File: src/rtl/mips_pkg.sv
// mips_pkg: shared widths, loader state encoding and instruction-memory base.
package mips_pkg;
   localparam int INSTR_W = 32;
   localparam int BYTE_W = 8;
   localparam logic [INSTR_W-1:0] IMEM_BASE = '0;
   typedef enum logic [2:0] {
      IDLE  = 3'd0,
      RECV  = 3'd1,
      WRITE = 3'd2,
      DONE  = 3'd3,
`ifdef LOADER_CHECKSUM_EN
      ERR   = 3'd4,
      CHECK = 3'd5
`else
      ERR   = 3'd4
`endif
   } loader_state_t;
endpackage

File: src/rtl/inst_mem_loader_if.sv
// inst_mem_loader_if: byte-stream handshake plus instruction-memory write port.
interface inst_mem_loader_if;
   import mips_pkg::*;
   logic byte_valid;
   logic byte_ready;
   logic [BYTE_W-1:0] byte_data;
   logic mem_we;
   logic [INSTR_W-1:0] mem_addr;
   logic [INSTR_W-1:0] mem_wdata;
   modport master(input byte_valid, byte_data, output byte_ready, mem_we, mem_addr, mem_wdata);
   modport slave(output byte_valid, byte_data, input byte_ready, mem_we, mem_addr, mem_wdata);
endinterface

File: src/rtl/inst_mem_loader_byte_assembler.sv
// byte_assembler: packs four handshaken bytes MSB-first into a word; word_valid flags the 4th byte.
module byte_assembler
   import mips_pkg::*;
(
   input  logic               clk,
   input  logic               reset,
   input  logic               clr,
   input  logic               hs,
   input  logic [BYTE_W-1:0]  byte_data,
   output logic [INSTR_W-1:0] word,
   output logic               word_valid
);
   logic [1:0] idx;
   logic [INSTR_W-BYTE_W-1:0] shreg;
   assign word = {shreg, byte_data};
   assign word_valid = hs && idx == 2'd3;
   always_ff @(posedge clk) begin
      if (reset || clr) begin
         idx <= '0;
         shreg <= '0;
      end else if (hs) begin
         idx <= idx + 2'd1;
         shreg <= word[INSTR_W-BYTE_W-1:0];
      end
   end
endmodule

File: src/rtl/inst_mem_loader.sv
// inst_mem_loader: boot loader streaming big-endian words into instruction memory, holding the core in reset.
// Optional LOADER_CHECKSUM_EN adds a trailing XOR checksum word verified in CHECK.
module inst_mem_loader
   import mips_pkg::*;
#(
   parameter int DEPTH_WORDS = 256,
   parameter int CNT_W = 16
) (
   input  logic               clk,
   input  logic               reset,
   input  logic               start,
   input  logic [CNT_W-1:0]   word_count,
   inst_mem_loader_if.master  bus,
   output logic               core_reset,
   output logic               busy,
   output logic               done,
   output logic               err
);
   loader_state_t state, nxt;
   logic [CNT_W-1:0] remaining;
   logic [INSTR_W-1:0] word;
   logic word_valid;
   logic hs;
   logic rx_nxt;
   assign hs = bus.byte_valid && bus.byte_ready;
   byte_assembler u_asm (
      .clk(clk),
      .reset(reset),
      .clr(state == IDLE),
      .hs(hs),
      .byte_data(bus.byte_data),
      .word(word),
      .word_valid(word_valid)
   );
`ifdef LOADER_CHECKSUM_EN
   localparam loader_state_t LAST_ST = CHECK;
   logic [INSTR_W-1:0] xor_acc;
   assign rx_nxt = nxt == RECV || nxt == CHECK;
`else
   localparam loader_state_t LAST_ST = DONE;
   assign rx_nxt = nxt == RECV;
`endif
   always_comb begin
      nxt = state;
      case (state)
         IDLE:  if (start) nxt = (word_count == '0 || word_count > CNT_W'(DEPTH_WORDS)) ? ERR : RECV;
         RECV:  if (word_valid) nxt = WRITE;
         WRITE: nxt = remaining == CNT_W'(1) ? LAST_ST : RECV;
`ifdef LOADER_CHECKSUM_EN
         CHECK: if (word_valid) nxt = word == xor_acc ? DONE : ERR;
`endif
         default: nxt = state;
      endcase
   end
   // Outputs are registered from the next state so they line up with the state they describe.
   always_ff @(posedge clk) begin
      if (reset) begin
         state <= IDLE;
         remaining <= '0;
         bus.byte_ready <= 1'b0;
         bus.mem_we <= 1'b0;
         bus.mem_addr <= IMEM_BASE;
         bus.mem_wdata <= '0;
         core_reset <= 1'b1;
         busy <= 1'b0;
         done <= 1'b0;
         err <= 1'b0;
`ifdef LOADER_CHECKSUM_EN
         xor_acc <= '0;
`endif
      end else begin
         state <= nxt;
         bus.byte_ready <= rx_nxt;
         bus.mem_we <= nxt == WRITE;
         busy <= rx_nxt || nxt == WRITE;
         done <= nxt == DONE;
         err <= nxt == ERR;
         core_reset <= nxt != DONE;
         if (state == IDLE && nxt == RECV) begin
            remaining <= word_count;
            bus.mem_addr <= IMEM_BASE;
`ifdef LOADER_CHECKSUM_EN
            xor_acc <= '0;
`endif
         end
         if (state == RECV && word_valid) bus.mem_wdata <= word;
         if (state == WRITE) begin
            bus.mem_addr <= bus.mem_addr + INSTR_W'(4);
            remaining <= remaining - CNT_W'(1);
`ifdef LOADER_CHECKSUM_EN
            xor_acc <= xor_acc ^ bus.mem_wdata;
`endif
         end
      end
   end
endmodule

File: src/flat_wrapper.sv
// flat-port wrapper written by rule: the top's interface ports become plain ports
module inst_mem_loader_flat import mips_pkg::*;
#(
   parameter int DEPTH_WORDS = 256,
   parameter int CNT_W = 16
)
  (clk, reset, start, word_count, core_reset, busy, done, err, bus_byte_valid, bus_byte_data, bus_byte_ready, bus_mem_we, bus_mem_addr, bus_mem_wdata);
  inst_mem_loader_if bus_i ();
  input  logic clk;
  input  logic reset;
  input  logic start;
  input  logic [CNT_W-1:0] word_count;
  output logic core_reset;
  output logic busy;
  output logic done;
  output logic err;
  input wire logic [$bits(bus_i.byte_valid)-1:0] bus_byte_valid;
  input wire logic [$bits(bus_i.byte_data)-1:0] bus_byte_data;
  output wire logic [$bits(bus_i.byte_ready)-1:0] bus_byte_ready;
  output wire logic [$bits(bus_i.mem_we)-1:0] bus_mem_we;
  output wire logic [$bits(bus_i.mem_addr)-1:0] bus_mem_addr;
  output wire logic [$bits(bus_i.mem_wdata)-1:0] bus_mem_wdata;
  assign bus_i.byte_valid = bus_byte_valid;
  assign bus_i.byte_data = bus_byte_data;
  assign bus_byte_ready = bus_i.byte_ready;
  assign bus_mem_we = bus_i.mem_we;
  assign bus_mem_addr = bus_i.mem_addr;
  assign bus_mem_wdata = bus_i.mem_wdata;
  inst_mem_loader #(.DEPTH_WORDS(DEPTH_WORDS), .CNT_W(CNT_W)) u_core (.clk(clk), .reset(reset), .start(start), .word_count(word_count), .bus(bus_i), .core_reset(core_reset), .busy(busy), .done(done), .err(err));
endmodule
File: config.mk
export PLATFORM = sky130hd
export DESIGN_NAME = inst_mem_loader_flat
export DESIGN_NICKNAME = d
export VERILOG_FILES = /design/src/rtl/mips_pkg.sv /design/src/rtl/inst_mem_loader_if.sv /design/src/rtl/inst_mem_loader_byte_assembler.sv /design/src/rtl/inst_mem_loader.sv /design/src/flat_wrapper.sv
export SDC_FILE = /design/constraint.sdc
export NUM_CORES = 1
export LEC_CHECK = 0
export CORE_UTILIZATION = 50
export DETAILED_ROUTE_END_ITERATION = 12
export GPL_TIMING_DRIVEN = 1
export PLACE_DENSITY = 0.76
export SETUP_SLACK_MARGIN = 0.3
export SLEW_MARGIN = 10
export SYNTH_ARGS = -nofsm -noshare
export SYNTH_HDL_FRONTEND = slang
export SYNTH_SLANG_ARGS = --single-unit
File: constraint.sdc
create_clock -name clk -period 2.75 [get_ports clk]
set_clock_uncertainty 0.15 [all_clocks]
set_input_delay 0.275 -clock clk [delete_from_list [all_inputs] [get_ports clk]]
set_output_delay 0.275 -clock clk [all_outputs]
set_load 0.005 [all_outputs]
; ---- Word-level counts from Yosys, hierarchy flattened
; Cells that the tools add are included.
[classes]
n_addsub = 3
eq_ne = 9
order_cmp = 1
muxes = 9
reduce_logical = 10
[ops]
columns = cell, n
row1 = $mux 32, 2
row2 = $add 32x3->32 const B, 1
row3 = $mux 16, 2
row4 = $eq 16x1->1 const B, 1
row5 = $gt 16x9->1 const B, 1
row6 = $logic_not 16->1, 1
row7 = $sub 16x1->16 const B, 1
row8 = $eq 3x2->1 const B, 3
row9 = $mux 3, 3
row10 = $pmux 3 s3, 1
row11 = $eq 3x1->1 const B, 2
row12 = $logic_and 1x1->1, 4
row13 = $eq 3x3->1 const B, 1
row14 = $logic_not 3->1, 1
row15 = $logic_or 1x1->1, 3
row16 = $ne 3x2->1 const B, 1
row17 = $add 2x1->2 const B, 1
row18 = $eq 2x2->1 const B, 1
row19 = $mux 2, 1
row20 = $reduce_bool 2->1, 1
[totals]
ff_bits = 115
word_cells = 44
output_inout_bits = 70

; ---- Logic depth before layout (Yosys ltp)
[logic_depth]
word_depth = 9
ltp_mapped = 8
mapped_depth_nobuf = 7

; ---- Hierarchy
; Synthesis repeated with hierarchy kept, for this count alone.
[hier_totals]
hier_cells = 597
area_unflattened_um2 = 5033.6
[by_module_without_submodules]
columns = mod, n_inst, area_each_um2, cells_each
row1 = inst_mem_loader, 1, 3993.8, 502
row2 = byte_assembler, 1, 1039.7, 95

; ---- Least setup slack after synthesis
; Ideal clock, no wire load.
[synth_path]
path_type = register -> register
from = register u_core.bus.mem_addr[9]
to = register u_core.bus.mem_addr[28]
setup_slack_ps = 672
t_arrival_ps = 1806
n_path_buf = 1
period_less_slack_ps = 2078
stages_incl_launch_ff = 8
setup_time_ps = 122
path_cell_list = dfxtp_1 -> buf_2 -> and4_1 -> nand4_4 -> nor3_4 -> nand4_1 -> and4_1 -> a311o_1
[synth_between]
elab_chain_len = 2
[synth_lines]
columns = element, line
row1 = start: declaration, inst_mem_loader_if.sv:10  ; modport master(input byte_valid, byte_data, output byte_ready, mem_we, mem_addr, mem_wdata);
row2 = start signal: assignment, inst_mem_loader.sv:88  ; bus.mem_addr <= bus.mem_addr + INSTR_W'(4);
row3 = $add 32x3->32, inst_mem_loader.sv:88
row4 = $mux 32, inst_mem_loader.sv:87  ; if (state == WRITE) begin
; No other way between the ends.
; A chain may end at the register's enable or synchronous reset.

; ---- Final worst setup path
[layout_path]
from = register u_core.remaining[7]
to = register u_core.remaining[0]
[layout_between]
elab_chain_len = 6
[layout_lines]
columns = element, line
row1 = start: declaration, inst_mem_loader.sv:20  ; logic [CNT_W-1:0] remaining;
row2 = start signal: assignment, inst_mem_loader.sv:80  ; remaining <= word_count;
row3 = start signal: assignment, inst_mem_loader.sv:89  ; remaining <= remaining - CNT_W'(1);
row4 = $eq 16x1->1, inst_mem_loader.sv:48  ; WRITE: nxt = remaining == CNT_W'(1) ? LAST_ST : RECV;
row5 = $mux 2, inst_mem_loader.sv:48
row6 = $pmux 3 s3, inst_mem_loader.sv:45  ; case (state)
row7 = $eq 3x1->1, inst_mem_loader.sv:79  ; if (state == IDLE && nxt == RECV) begin
row8 = $logic_and 1x1->1, inst_mem_loader.sv:79
row9 = $reduce_bool 2->1 (no line), --
; No other way between the ends.

==> impl_metrics.csv <==
group,metric,value,unit
run_status,status,"completed",
global_route,grt_start_max_net_pins,74,
floorplanning,num_io_pins,98,
setup_path,path_common_cell,"buf_4",
setup_path,critPathRequiredTime,3020,ps
setup_path,cp-start-kind,"flop",
timing,finalCritPeriodShare,85.6,%
floorplanning,num_rows,36,
clock_tree,htree_levels,4,
clock_tree,path_clk_slew,60,ps
synthesis,ys_ff_latch,113,
run,cap_violations,0,
floorplanning,start_util,52.1,%
synthesis,ys_seq_area_share,43.8,%
synthesis,yosys-top-cells-area,"dfxtp_1 (44%), nand2_1 (10%), a21oi_1 (8.0%)",
timing,final.setup.tns,0,ps
synthesis,synth_ff_type,"dfxtp_1",
synthesis,synth_edf_count,0,
synthesis,ys_types,68,
power_and_ir_drop,power_leakage,2.29,nW
route,wl_per_cell,16.4,um
clock_tree,clockBufferDepth,2,
timing,setup_violations,0,
synthesis,yosysTopAreaCell,"dfxtp_1",
route,drt_iter0_drc,393,
timing,max_slew_margin,42.1,%
timing,drv_slew,0,
power_and_ir_drop,power.density,596,mW/mm^2
power_and_ir_drop,total_power,4.12,mW
hold_path,hp-class,"in2reg",
floorplanning,chipWidth,104,um
route,drtPass1Iterations,5,
setup_path,crit_path_end_kind,"flop",
global_route,antenna_found_initial,0,
cells_and_area,fin_nets,749,
synthesis,avgSynthCellArea,8.34,um^2
cells_and_area,n_antenna_cell,0,
global_route,grt_overflow,0,
timing,period_minus_slack,2360,ps
route,wl,14200,um
setup_path,worst_ep_arrival_time,2630,ps
synthesis,yosysWarnings,0,
timing,hold_viol,0,
route,vias,5020,
timing,rsz0062_at_grt,"no",
synthesis,ys_async_sr_fraction,0,%
clock_tree,cts_buffers,17,
timing,max_freq,425,MHz
floorplanning,die_y,104,um
cells_and_area,area_delta_synth_final,33.8,%
clock_tree,cts_tree,"done",
global_route,grt_pass1_vias,4820,
place,place_congestion,0.880,
global_route,grt_pass1_wl,23600,um
route,drc_errors,0,
synthesis,synth_area,0.00516,mm^2
setup_path,critPathKind,"reg2reg",
setup_path,path_delay_family,"compound AO/OA/AOI/OAI gates",
setup_path,crit_buf_inv,2,
floorplanning,coreArea,0.00991,mm^2
setup_path,cp_cell_sequence,"or3_4 -> nand4b_4 -> o31ai_4 -> o31a_2 -> buf_4 -> nor2_1 -> buf_4 -> a311oi_2",
synthesis,synthDominantCellAreaShare,43.8,%
floorplanning,die-area,0.0107,mm^2
cells_and_area,drive_gt1_share,13.8,%
power_and_ir_drop,ir_drop,371,uV
clock_tree,root_buffer,"clkbuf_8",
synthesis,yosysMostFrequentCell,"nand2_1",
synthesis,synth_common_cells,"nand2_1 (144), dfxtp_1 (113), a21oi_1 (83)",
clock_tree,cts_sinks,113,
synthesis,synth_cells,619,
global_route,track_usage,27.2,%
clock_tree,clock_latency,520,ps
place,place_hpwl,9300,um
setup_path,crit_path_top_delay_cell,"or3_4",
route,antenna_left,0,
route,via_per_inst,5.82,
setup_path,critPathMaxFanout,9,
setup_path,cpPeakStageDelay,440,ps
place,io_buffers,95,
timing,worst_pin_slew,868,ps
metrics by stage:
| step | util [%] | setup slack [ps] | hold WS, ps | cells | instance area, um^2 |
|---|---|---|---|---|---|
| 2_1_floorplan | - | 672 | 261 | 620 | 5160 |
| 3_3_place_gp | 63.2 | 103 | 288 | 830 | 6260 |
| 3_5_place_dp | 63.2 | 69.8 | 299 | 830 | 6260 |
| 4_1_cts | 69.3 | 314 | 173 | 863 | 6870 |
| 5_1_grt | 69.7 | 318 | 209 | 863 | 6910 |
| 6_report | 69.7 | 395 | 184 | 863 | 6910 |
layout make-up:
| cell class | count | area, um^2 |
|---|---|---|
| fillers | 814 | 3000 |
| multi-input cells | 457 | 2720 |
| flip-flops and latches | 113 | 2260 |
| repair buffers | 117 | 1120 |
| clock buffers | 20 | 455 |
| well taps | 133 | 166 |
| clock inverters | 12 | 145 |
| inverters | 11 | 41.3 |
flip-flops by register name, summed over array words and instances, names as in the netlist:
signal,flops
u_core.state,3
u_core.bus.mem_wdata,32
u_core.bus.mem_addr,30
u_core.core_reset,1
u_core.bus.mem_we,1
u_core.u_asm.idx,2
u_core.err,1
u_core.u_asm.shreg,24
u_core.done,1
u_core.bus.byte_ready,1
u_core.busy,1
u_core.remaining,16
cells by family after synthesis:
family | share of synthesized area [%]
buffers and inverters | 4.39
adders and majority gates | 0.970
xor gates and xnor gates | 1.53
and+or+nand+nor | 27.2
AOI/OAI and AO/OA | 21.0
other | 0.0727
muxes | 1.02
DFF | 43.8
where the power goes:
group,switching [mW],internal (mW)
Sequential,0.0160,1.65
Clock,0.816,1.38
Combinational,0.147,0.111
Total,0.978,3.14
layout by cell type (no fill, tap or decap), drive strengths merged, types with 9 or more instances in the layout:
cell,Yosys,routed
a21oi,84,84
a311oi,12,12
a31oi,9,9
buf,11,22
clkbuf,28,20
clkdlybuf4s50,0,94
dfxtp,113,113
inv,10,15
nand2,145,145
nand3,13,13
nand4,11,11
nor2,33,33
nor3,19,19
nor4,11,11
o21ai,20,20
worst paths after layout:
kind	start	endpoint	slack, ps	depth (start not counted)
setup / recovery	u_core.remaining[7]	u_core.remaining[0]	390	8
hold / removal	bus_byte_data[2]	u_core.bus.mem_wdata[2]	180	3
setup reg to reg	u_core.remaining[7]	u_core.remaining[0]	390	8
hold reg to reg	u_core.u_asm.shreg[18]	u_core.u_asm.shreg[18]	310	2
worst reg2reg max path, delay by kind of cell, from the launching register on:
| family | cells | cell delay [ps] |
|---|---|---|
| and+or+nand+nor | 3 | 710 |
| buffers and inverters | 2 | 310 |
| AOI/OAI and AO/OA | 3 | 730 |
| DFF | 1 | 360 |
repair_timing:
item / 4_1_cts / 5_1_grt
endpoints found under the hold margin: 1 / 0
resized for setup: 0 / 7
hold buffers: 1 / 0
buffers inserted: 0 / 0
endpoints found under the setup margin: 0 / 23
metal layers:
metal | global-route usage, % | routed length, um
met1 | 34.7 | 6230
met2 | 43.8 | 6780
met3 | 6.54 | 836
met4 | 11.5 | 302
met5 | 0 | 0
Power figures use the tool's default switching activity.
